--- src/rtl/clkgate_ctrl_pkg.sv ---
// Shared types and constants for the clock-gate enable controller.
package clkgate_ctrl_pkg;

    localparam int unsigned CG_CNT_W = 8;

    typedef enum logic [1:0] {
        OFF   = 2'd0,
        WAKE  = 2'd1,
        ON    = 2'd2,
        DRAIN = 2'd3
    } cg_state_t;

endpackage

--- src/rtl/cg_dwell_cnt.sv ---
// Dwell counter shared by the WAKE and DRAIN states: synchronous clear and
// increment, asynchronous reset, and a terminal match against a runtime limit.
import clkgate_ctrl_pkg::*;

module cg_dwell_cnt (
    input  logic                i_clk,
    input  logic                i_rst,
    input  logic                i_clr,
    input  logic                i_inc,
    input  logic [CG_CNT_W-1:0] i_limit,
    output logic                o_match
);

    logic [CG_CNT_W-1:0] r_cnt;

    // Count register; clear has priority over increment.
    always_ff @(posedge i_clk or posedge i_rst) begin
        if (i_rst) begin
            r_cnt <= '0;
        end else if (i_clr) begin
            r_cnt <= '0;
        end else if (i_inc) begin
            r_cnt <= r_cnt + 1'b1;
        end
    end

    // Terminal match against the currently selected limit.
    always_comb begin
        o_match = (r_cnt == i_limit);
    end

endmodule

--- src/rtl/clkgate_enable_ctrl.sv ---
// Enable controller for a latch-based integrated clock gate. Wakes the gated
// domain on a four-phase REQ/ACK handshake, keeps it running while BUSY, and
// shuts the clock off after an idle dwell. TE forces E high for scan.
import clkgate_ctrl_pkg::*;

module clkgate_enable_ctrl #(
    parameter int unsigned WAKE_CYC = 2,
    parameter int unsigned IDLE_CYC = 16
) (
    input  logic       CK,
    input  logic       RST,
    input  logic       REQ,
    input  logic       BUSY,
    input  logic       TE,
    output logic       ACK,
    output logic       E,
    output logic [1:0] STATE
);

    cg_state_t           r_state;
    cg_state_t           w_state_next;
    logic                r_ack;
    logic                w_cnt_clr;
    logic                w_cnt_inc;
    logic                w_cnt_match;
    logic [CG_CNT_W-1:0] w_cnt_limit;

    // Only WAKE and DRAIN use the counter, so one limit mux covers both.
    always_comb begin
        if (r_state == WAKE) begin
            w_cnt_limit = CG_CNT_W'(WAKE_CYC - 1);
        end else begin
            w_cnt_limit = CG_CNT_W'(IDLE_CYC - 1);
        end
    end

    cg_dwell_cnt u_dwell_cnt (
        .i_clk   (CK),
        .i_rst   (RST),
        .i_clr   (w_cnt_clr),
        .i_inc   (w_cnt_inc),
        .i_limit (w_cnt_limit),
        .o_match (w_cnt_match)
    );

    // Next-state and counter control.
    always_comb begin
        w_state_next = r_state;
        w_cnt_clr    = 1'b0;
        w_cnt_inc    = 1'b0;
        unique case (r_state)
            OFF: begin
                if (REQ) begin
                    w_state_next = WAKE;
                    w_cnt_clr    = 1'b1;
                end
            end
            WAKE: begin
                // REQ is ignored: a wake always runs to completion.
                if (w_cnt_match) begin
                    w_state_next = ON;
                    w_cnt_clr    = 1'b1;
                end else begin
                    w_cnt_inc = 1'b1;
                end
            end
            ON: begin
                if (!REQ && !BUSY) begin
                    w_state_next = DRAIN;
                    w_cnt_clr    = 1'b1;
                end
            end
            DRAIN: begin
                // New activity beats idle expiry; the clock is still running,
                // so no re-wake is needed.
                if (REQ || BUSY) begin
                    w_state_next = ON;
                    w_cnt_clr    = 1'b1;
                end else if (w_cnt_match) begin
                    w_state_next = OFF;
                    w_cnt_clr    = 1'b1;
                end else begin
                    w_cnt_inc = 1'b1;
                end
            end
            default: begin
                w_state_next = OFF;
                w_cnt_clr    = 1'b1;
            end
        endcase
    end

    // State and registered ACK.
    always_ff @(posedge CK or posedge RST) begin
        if (RST) begin
            r_state <= OFF;
            r_ack   <= 1'b0;
        end else begin
            r_state <= w_state_next;
            r_ack   <= REQ && (w_state_next == ON);
        end
    end

    // E comes straight from the state flop, so it is stable through the
    // clock-low latch window of the gate cell.
    always_comb begin
        E     = (r_state != OFF) || TE;
        ACK   = r_ack;
        STATE = r_state;
    end

endmodule
--- config.mk ---
export PLATFORM = sky130hd
export DESIGN_NAME = clkgate_enable_ctrl
export DESIGN_NICKNAME = d
export VERILOG_FILES = /design/src/rtl/clkgate_ctrl_pkg.sv /design/src/rtl/cg_dwell_cnt.sv /design/src/rtl/clkgate_enable_ctrl.sv
export SDC_FILE = /design/constraint.sdc
export NUM_CORES = 1
export LEC_CHECK = 0
export BUFFER_PORTS_ARGS = -buffer_cell sky130_fd_sc_hd__buf_4
export CAP_MARGIN = 0
export CELL_PAD_IN_SITES_DETAIL_PLACEMENT = 2
export CELL_PAD_IN_SITES_GLOBAL_PLACEMENT = 2
export CORE_ASPECT_RATIO = 0.9
export CORE_UTILIZATION = 33
export DETAILED_ROUTE_END_ITERATION = 12
export PLACE_DENSITY = 0.73
export SLEW_MARGIN = 20
export SYNTH_ARGS = -nofsm -noshare
export SYNTH_HDL_FRONTEND = slang
export SYNTH_SLANG_ARGS = --single-unit
export TNS_END_PERCENT = 50
--- constraint.sdc ---
create_clock -name CK -period 2.5 [get_ports CK]
set_clock_uncertainty 0.2 [all_clocks]
set_input_delay 0 -clock CK [delete_from_list [all_inputs] [get_ports CK]]
set_output_delay 0 -clock CK [all_outputs]
set_load 0.02 [all_outputs]
# Word-level counts from Yosys, hierarchy flattened
# Cells that the tools add are included.
# op_classes
n_addsub	1
n_eq_ne	5
mux	17
reduce_logical	9
# ops
cell	count
two-way mux 8 bit	2
two-way mux 2 bit	5
adder 8 x 1 -> 8 bit, second input constant	1
== test 8 x 4 -> 1 bit	1
case mux 2 bit (4 select lines)	1
== test 2 bit, second input constant	3
two-way mux 1 bit	6
two-way mux 4 bit	1
case mux 1 bit (4 select lines)	1
nonzero test 2 bit	2
== test 2 x 1 -> 1 bit, second input constant	1
logical AND 1 bit	2
logical NOT 1 bit	2
logical NOT 2 bit	1
logical OR 1 bit	2
case mux 1 bit (2 select lines)	1
# totals
register_bits	11
inputBits	5
out_inout_bits	4
wordCells	35

# Logic depth before layout (Yosys ltp)
# Gate-level depths: netlist of run 1.
# logic_depth
ltp_word	8
depth_mapped	6
depth_no_buf	5

# Modules after synthesis
# A second synthesis of run 1 with hierarchy kept.
# unflattened
hier_cells	69
area_unflattened_um2	653.1
# by_module_without_submodules
module	n_inst	cells_each	area_each_um2
cg_dwell_cnt	1	50	478.0
clkgate_enable_ctrl	1	19	175.2

# Worst setup path before layout of run 1
# Ideal clock, no wire load.
# synth_timing
kind	reg-to-reg
startpoint	register r_state[1], in the netlist STATE[1]
endpoint	register u_dwell_cnt.r_cnt[4]
setup_ps	66
arrival_ps	1608
required_time_ps	2234
slack_ps	626
path_stages_with_launch	7
period_less_slack_ps	1874
path_cell_list	dfrtp_1 buf_2 and3_1 a311oi_2 o21ai_4 a311oi_1 a41o_1
# synth_via
elab_chain_len	7
# synth_rtl
item	line	source
start: declaration	clkgate_enable_ctrl.sv:20	cg_state_t r_state;
start signal: assignment	clkgate_enable_ctrl.sv:99	r_state <= w_state_next;
== test 2 x 1 -> 1 bit	clkgate_enable_ctrl.sv:30, clkgate_enable_ctrl.sv:51	
two-way mux 4 bit	clkgate_enable_ctrl.sv:30	if (r_state == WAKE) begin
== test 8 x 4 -> 1 bit	cg_dwell_cnt.sv:29	o_match = (r_cnt == i_limit);
two-way mux 1 bit	clkgate_enable_ctrl.sv:60, clkgate_enable_ctrl.sv:79	
two-way mux 1 bit	clkgate_enable_ctrl.sv:76	if (REQ || BUSY) begin
case mux 1 bit (4 select lines) or case mux 1 bit (2 select lines) (tied branches)	clkgate_enable_ctrl.sv:51	unique case (r_state)
two-way mux 8 bit or nonzero test 2 bit (tied branches)	-	
end signal: assignment	cg_dwell_cnt.sv:23	r_cnt <= r_cnt + 1'b1;
end: declaration	cg_dwell_cnt.sv:14	logic [CG_CNT_W-1:0] r_cnt;
# Parallel ways exist; a longest one is shown, timed or not.
# A chain may end at the register's enable or synchronous reset.

# Worst setup path in the final report of run 1
# layout_timing
startpoint	register r_state[1], in the netlist STATE[1]
endpoint	register r_state[1], in the netlist STATE[1]
# layout_via
elab_chain_len	6
# layout_rtl
item	line	source
== test 2 x 1 -> 1 bit	clkgate_enable_ctrl.sv:30, clkgate_enable_ctrl.sv:51	
two-way mux 4 bit	clkgate_enable_ctrl.sv:30	
== test 8 x 4 -> 1 bit	cg_dwell_cnt.sv:29	
two-way mux 2 bit	clkgate_enable_ctrl.sv:79	end else if (w_cnt_match) begin
two-way mux 2 bit	clkgate_enable_ctrl.sv:76	
case mux 2 bit (4 select lines) (*)	clkgate_enable_ctrl.sv:51	
via w_state_next[1]	clkgate_enable_ctrl.sv:21	cg_state_t w_state_next;
# The timed path passes the listed nets; every way through them passes the cells marked *.

==> reports/results.tsv, run 1 <==
metric	value	unit
yosysUniqueCellTypes	35	
yosysMostFrequentCell	dfrtp_1	
synthCells	71	
wl_per_cell	15.8	um
fin_crit	2060	ps
cts-buffers-inserted	3	
clk_latency	270	ps
fillers	224	
postCtsHoldBufs	3	
async_flop_share	100	%
finalMaxSlewViolations	0	
wirelength	1720	um
htreeDepth	1	
ys_warn_count	0	
viasPerCell	5.24	
hp-class	in2async	
worstPathArrival	2020	ps
port_buffers	8	
drt_iter0_drc	5	
synth_top_family_by_area	simple AND/OR/NAND/NOR gates	
track_usage	18.5	%
synth_edf_count	0	
syn_area	674	um2
netlist_top_cells_count	dfrtp_1, nand2_1, nor2_1, nand3_1, or3_1	
fin_tns_setup	0	ps
remaining_drc_errors	0	
first_global_vias	615	
clkSinkCount	11	
area_growth	20.6	%
worstMarginPinSlew	446	ps
ys_ff_latch	11	
power_density	908	mW/mm2
clk_pin_slew	70	ps
post_cts_buffers	0	
final_hold_viol_count	0	
start_util	35.2	%
synth_top_area_share	40.8	%
fin_nets	91	
synth_compound_area_share	19.7	%
cts-resized-gates	0	
overflow	0	
die_area	0.00223	mm2
status	finished clean	
place_congestion	0.781	
grt_pass1_wl	2930	um
avgSynthCellArea	9.50	um2
clockBufferDepth	2	
period_share	82.6	%
die_w	49.7	um
drive_gt1_share	23.8	%
fmax	484	MHz
core-area	0.00191	mm2
crit_type	reg2reg	
rsz0062_at_grt	false	
die_y	44.9	um
synth-xor-area-share	1.30	%
rows	15	
drt_first_pass_iters	2	
start_kind	register	
pin_count	9	
synth.area.mux_share	8.53	%
grt_max_degree	14	
synth_adder_area_share	1.86	%
instances_no_fill	109	
syn-num-nets	77	
ys.flop_type	dfrtp_1	
peakVddDrop	0.632	mV
ys_top_cells_by_area	dfrtp_1, or3_1, nand2_1	
p_leak	0.359	nW
relSlewSlack	70.2	%
finalSetupViolations	0	
cts_root_buf	clkbuf_4	
vias	571	
yosys.area.top_type	dfrtp_1	
place_inst	102	
cp_max_fo	13	
yosys.area_share.simple	25.2	%
critPathCaptureType	register	
seq_area_frac_synth	40.8	%
antenna_cells	0	
cp.required	2460	ps
grt_antenna_before_repair	0	
cap_violations	0	
cts_tree	yes	
hpwl	1250	um
final_antenna_net_count	0	
state kept, by name, summed over array words and instances (netlist names):
name	flops
ACK	1
STATE	2
u_dwell_cnt.r_cnt	8
where the power goes:
group / total, mW / internal, mW / switching (mW) / leakage (nW)
Sequential: 0.292 / 0.212 / 0.0800 / 0.146
Clock: 0.124 / 0.0593 / 0.0644 / 0.0177
Combinational: 0.323 / 0.148 / 0.175 / 0.195
routing by layer:
metal / vias to the layer above / part of all wire, % / track usage, %
met5: - / 0 / 0
met4: 0 / 1.2 / 8.57
met3: 2 / 1.5 / 6.06
met2: 3 / 50 / 29.2
met1: 280 / 47 / 23.1
li1: 286 / - / -
final cells by class:
| type | instances | area (um2) | area share [%] |
|---|---|---|---|
| timing repair buffer | 11 | 90.1 | 11.1 |
| clock inverter | 1 | 5.00 | 0.615 |
| inverter | 2 | 7.51 | 0.923 |
| sequential | 11 | 275 | 33.8 |
| clock buffer | 3 | 22.5 | 2.77 |
| tap | 25 | 31.3 | 3.85 |
| multi-input combinational | 56 | 382 | 46.9 |
critical path, cell delays in order (launching register included):
cell	delay [ps]
dfrtp_1	560
nand2b_1	260
mux2i_1	320
and3_1	260
mux2_1	340
layout by cell type (no fill, tap or decap), types with 3 or more instances in the layout:
| cell type | instances |
|---|---|
| a21oi_1 | 3 |
| buf_4 | 8 |
| clkbuf_4 | 3 |
| dfrtp_1 | 11 |
| dlygate4sd3_1 | 3 |
| nand2_1 | 6 |
| nand3_1 | 4 |
| nor2_1 | 5 |
| o21ai_0 | 3 |
| or3_1 | 4 |
metrics by stage:
step | util [%] | setup WS, ps | hold slack (ps) | total power [mW] | instance area (um2)
floorplan | - | 626 | -348 | 0.517 | 674
global placement | 39.5 | 527 | -167 | 0.604 | 756
detailed placement | 39.5 | 458 | -157 | 0.617 | 756
CTS | 42.5 | 440 | 83.1 | 0.753 | 813
global route | 42.5 | 255 | 113 | 0.800 | 813
finish | 42.5 | 436 | 81.3 | 0.739 | 813
cells by family after synthesis:
| logic type | after synthesis |
|---|---|
| multiplexers | 5 |
| buffers and inverters | 4 |
| adder cells (fa/ha/maj) | 1 |
| AND/OR/NAND/NOR | 32 |
| AO/OA/AOI/OAI | 17 |
| XOR/XNOR | 1 |
| flip-flops | 11 |
path summary, 6_finish.rpt:
| check | to | from | depth (start not counted) | slack, ps |
|---|---|---|---|---|
| max in group asynchronous | u_dwell_cnt.r_cnt[5]$_DFFE_PP0P_ | RST | 3 | 1710 |
| setup reg to reg | STATE[1]$_DFF_PP0_ | STATE[1]$_DFF_PP0_ | 4 | 440 |
| min in group CK | E | TE | 3 | 80 |
| hold / removal | u_dwell_cnt.r_cnt[3]$_DFFE_PP0P_ | RST | 3 | 80 |
| hold reg to reg | u_dwell_cnt.r_cnt[7]$_DFFE_PP0P_ | u_dwell_cnt.r_cnt[7]$_DFFE_PP0P_ | 2 | 350 |
| setup / recovery | STATE[1]$_DFF_PP0_ | STATE[1]$_DFF_PP0_ | 4 | 440 |
Note: power is estimated with default switching activity, not from simulation.
==> run 2: changes to the inputs <==
- CORE_UTILIZATION: 33 -> 30
- PLACE_DENSITY: 0.73 -> 0.7
- clock period: 2.5 -> 1.8 ns (I/O delays scaled with it)
==> run 2 against run 1 <==
Compared with the run above:
- the flow now finishes with violations (negative setup slack)
- register-to-register slack lost 490 ps
- die area grew 9.6%
- final cell count rose by 10%
- critical path depth is 1 higher
- clock-buffer cell count unchanged
- critical path type unchanged
- critical endpoint is now u_dwell_cnt.r_cnt[2]$_DFFE_PP0P_
- largest cell class unchanged
==> reports/results.tsv, run 2 (synthesis results as in run 1) <==
metric	value	unit	change
start_util	33.6	%	-1.6 points
largest_reg_flops	8		unchanged
grtUsageMet2	32.8	%	+3.6 points
whs	70.1	ps	-11.2 ps
first_global_vias	662		+7.6%
worstMarginPinSlew	430	ps	-15.4 ps
clk_pin_slew	70	ps	about the same
overflow	0		unchanged
finalMaxSlewViolations	0		unchanged
htreeDepth	1		unchanged
worstPathArrival	1830	ps	-190 ps
cts_root_buf	clkbuf_4		
design_area	946	um2	+16%
placed_area	840	um2	+11%
grt_pass1_wl	3460	um	+18%
die_y	47.0	um	+4.7%
cap_violations	0		unchanged
port_buffers	8		unchanged
violations	negative setup slack		
place_congestion	0.801		+2.5%
fin_crit	1860	ps	-208 ps
hpwl	1550	um	+23%
rr_worst_depth	5		+1
remaining_drc_errors	0		unchanged
dp_worst_setup_slack	-125	ps	-583 ps
cp_max_fo	3		-10
fillers	218		-2.7%
met3_usage	5.83	%	-0.24 points
power	1.29	mW	+75%
use_met1	27.2	%	+4.1 points
relSlewSlack	71.3	%	+1.0 points
grt_antenna_before_repair	0		unchanged
final_antenna_net_count	0		unchanged
cts-buffers-inserted	3		unchanged
fin_nets	102		+12%
globalRoute.busiestLayer	met2		
clkSinkCount	11		unchanged
wl_per_cell	17.5	um	+11%
grt_max_degree	12		-2
track_usage	21.0	%	+2.5 points
pin_count	9		unchanged
core-area	0.00201	mm2	+4.9%
vias	639		+12%
drive_gt1_share	42.1	%	+18 points
status	finished with violations		
critPathCaptureType	register		
drt_iter0_drc	5		unchanged
crit_type	reg2reg		
peakVddDrop	0.704	mV	+11%
period_share	103	%	+21 points
wirelength	2110	um	+22%
fmax	539	MHz	+11%
drt_first_pass_iters	4		+2
layout_common_cells	buf_4, dfrtp_1, nand2_1		
area_growth	40.3	%	
finalSetupViolations	4		+4
clk_latency	280	ps	about the same
p_leak	0.420	nW	+17%
rsz0062_at_grt	true		
post_cts_buffers	0		unchanged
viasPerCell	5.33		+1.7%
largest-register	u_dwell_cnt.r_cnt		
start_kind	register		
clockBufferDepth	2		unchanged
cts_tree	yes		
final_hold_viol_count	0		unchanged
hp-class	in2async		
layout_setup_ws	-56.7	ps	-492 ps
antenna_cells	0		unchanged
die_area	0.00244	mm2	+9.6%
layout.cells.most_common	buf_4		
rows	15		unchanged
power_density	1370	mW/mm2	+51%
cp.required	1770	ps	-690 ps
die_w	52.0	um	+4.7%
==> run 2: changes by cell type in the layout (fill, tap and decap cells not counted), sizes merged <==
cell / delta
buf: +11
==> run 2: stage by stage <==
stage                     TNS [ps]  utilization, %  std cells
after floorplan               -123               -         71
after global placement       -4.39            41.8        113
after detailed placement      -291            41.8        113
after CTS                     -125            46.5        120
after global routing          -485            47.1        120
final                         -140            47.1        120
==> run 2: worst max-delay path: stages (launching register included) <==
cell and delay (ps):
dfrtp_1 380, or3_4 400, mux2_4 300, o21ai_4 160, nor2_2 50, mux2_4 260
==> run 2: layout make-up <==
| cell class | instances | area (um2) | area share, % |
|---|---|---|---|
| clock buffer | 3 | 22.5 | 2.38 |
| tap | 25 | 31.3 | 3.31 |
| multi-input combinational | 56 | 430 | 45.5 |
| sequential | 11 | 277 | 29.2 |
| clock inverter | 1 | 5.00 | 0.529 |
| timing repair buffer | 22 | 173 | 18.3 |
| inverter | 2 | 7.51 | 0.794 |
==> run 2: what timing repair did <==
| action | in CTS | in global routing |
|---|---|---|
| pin swaps | 2 | 0 |
| resized for setup | 7 | 3 |
| hold buffers | 3 | 0 |
| endpoints found under the hold margin | 15 | 0 |
| endpoints found under the setup margin | 5 | 8 |
==> run 2: routing by layer <==
layer	vias to the layer above	part of all wire [%]
li1	307	-
met1	318	48
met2	9	48
met3	5	2.7
met4	0	1.8
met5	-	0
==> run 2: final timing paths <==
path	startpoint	endpoint	slack, ps
worst max-delay path	u_dwell_cnt.r_cnt[1]$_DFFE_PP0P_	u_dwell_cnt.r_cnt[2]$_DFFE_PP0P_	-60
worst min-delay path	RST	STATE[0]$_DFF_PP0_	70
worst max register to register	u_dwell_cnt.r_cnt[1]$_DFFE_PP0P_	u_dwell_cnt.r_cnt[2]$_DFFE_PP0P_	-60
worst min register to register	u_dwell_cnt.r_cnt[7]$_DFFE_PP0P_	u_dwell_cnt.r_cnt[7]$_DFFE_PP0P_	360
max in group asynchronous	RST	STATE[1]$_DFF_PP0_	1010
min in group CK	TE	E	90
==> run 2: where the power goes <==
part	switching [mW]	internal [mW]	total, mW
logic	0.366	0.379	0.744
registers	0.0737	0.298	0.371
clock network	0.0954	0.0826	0.178
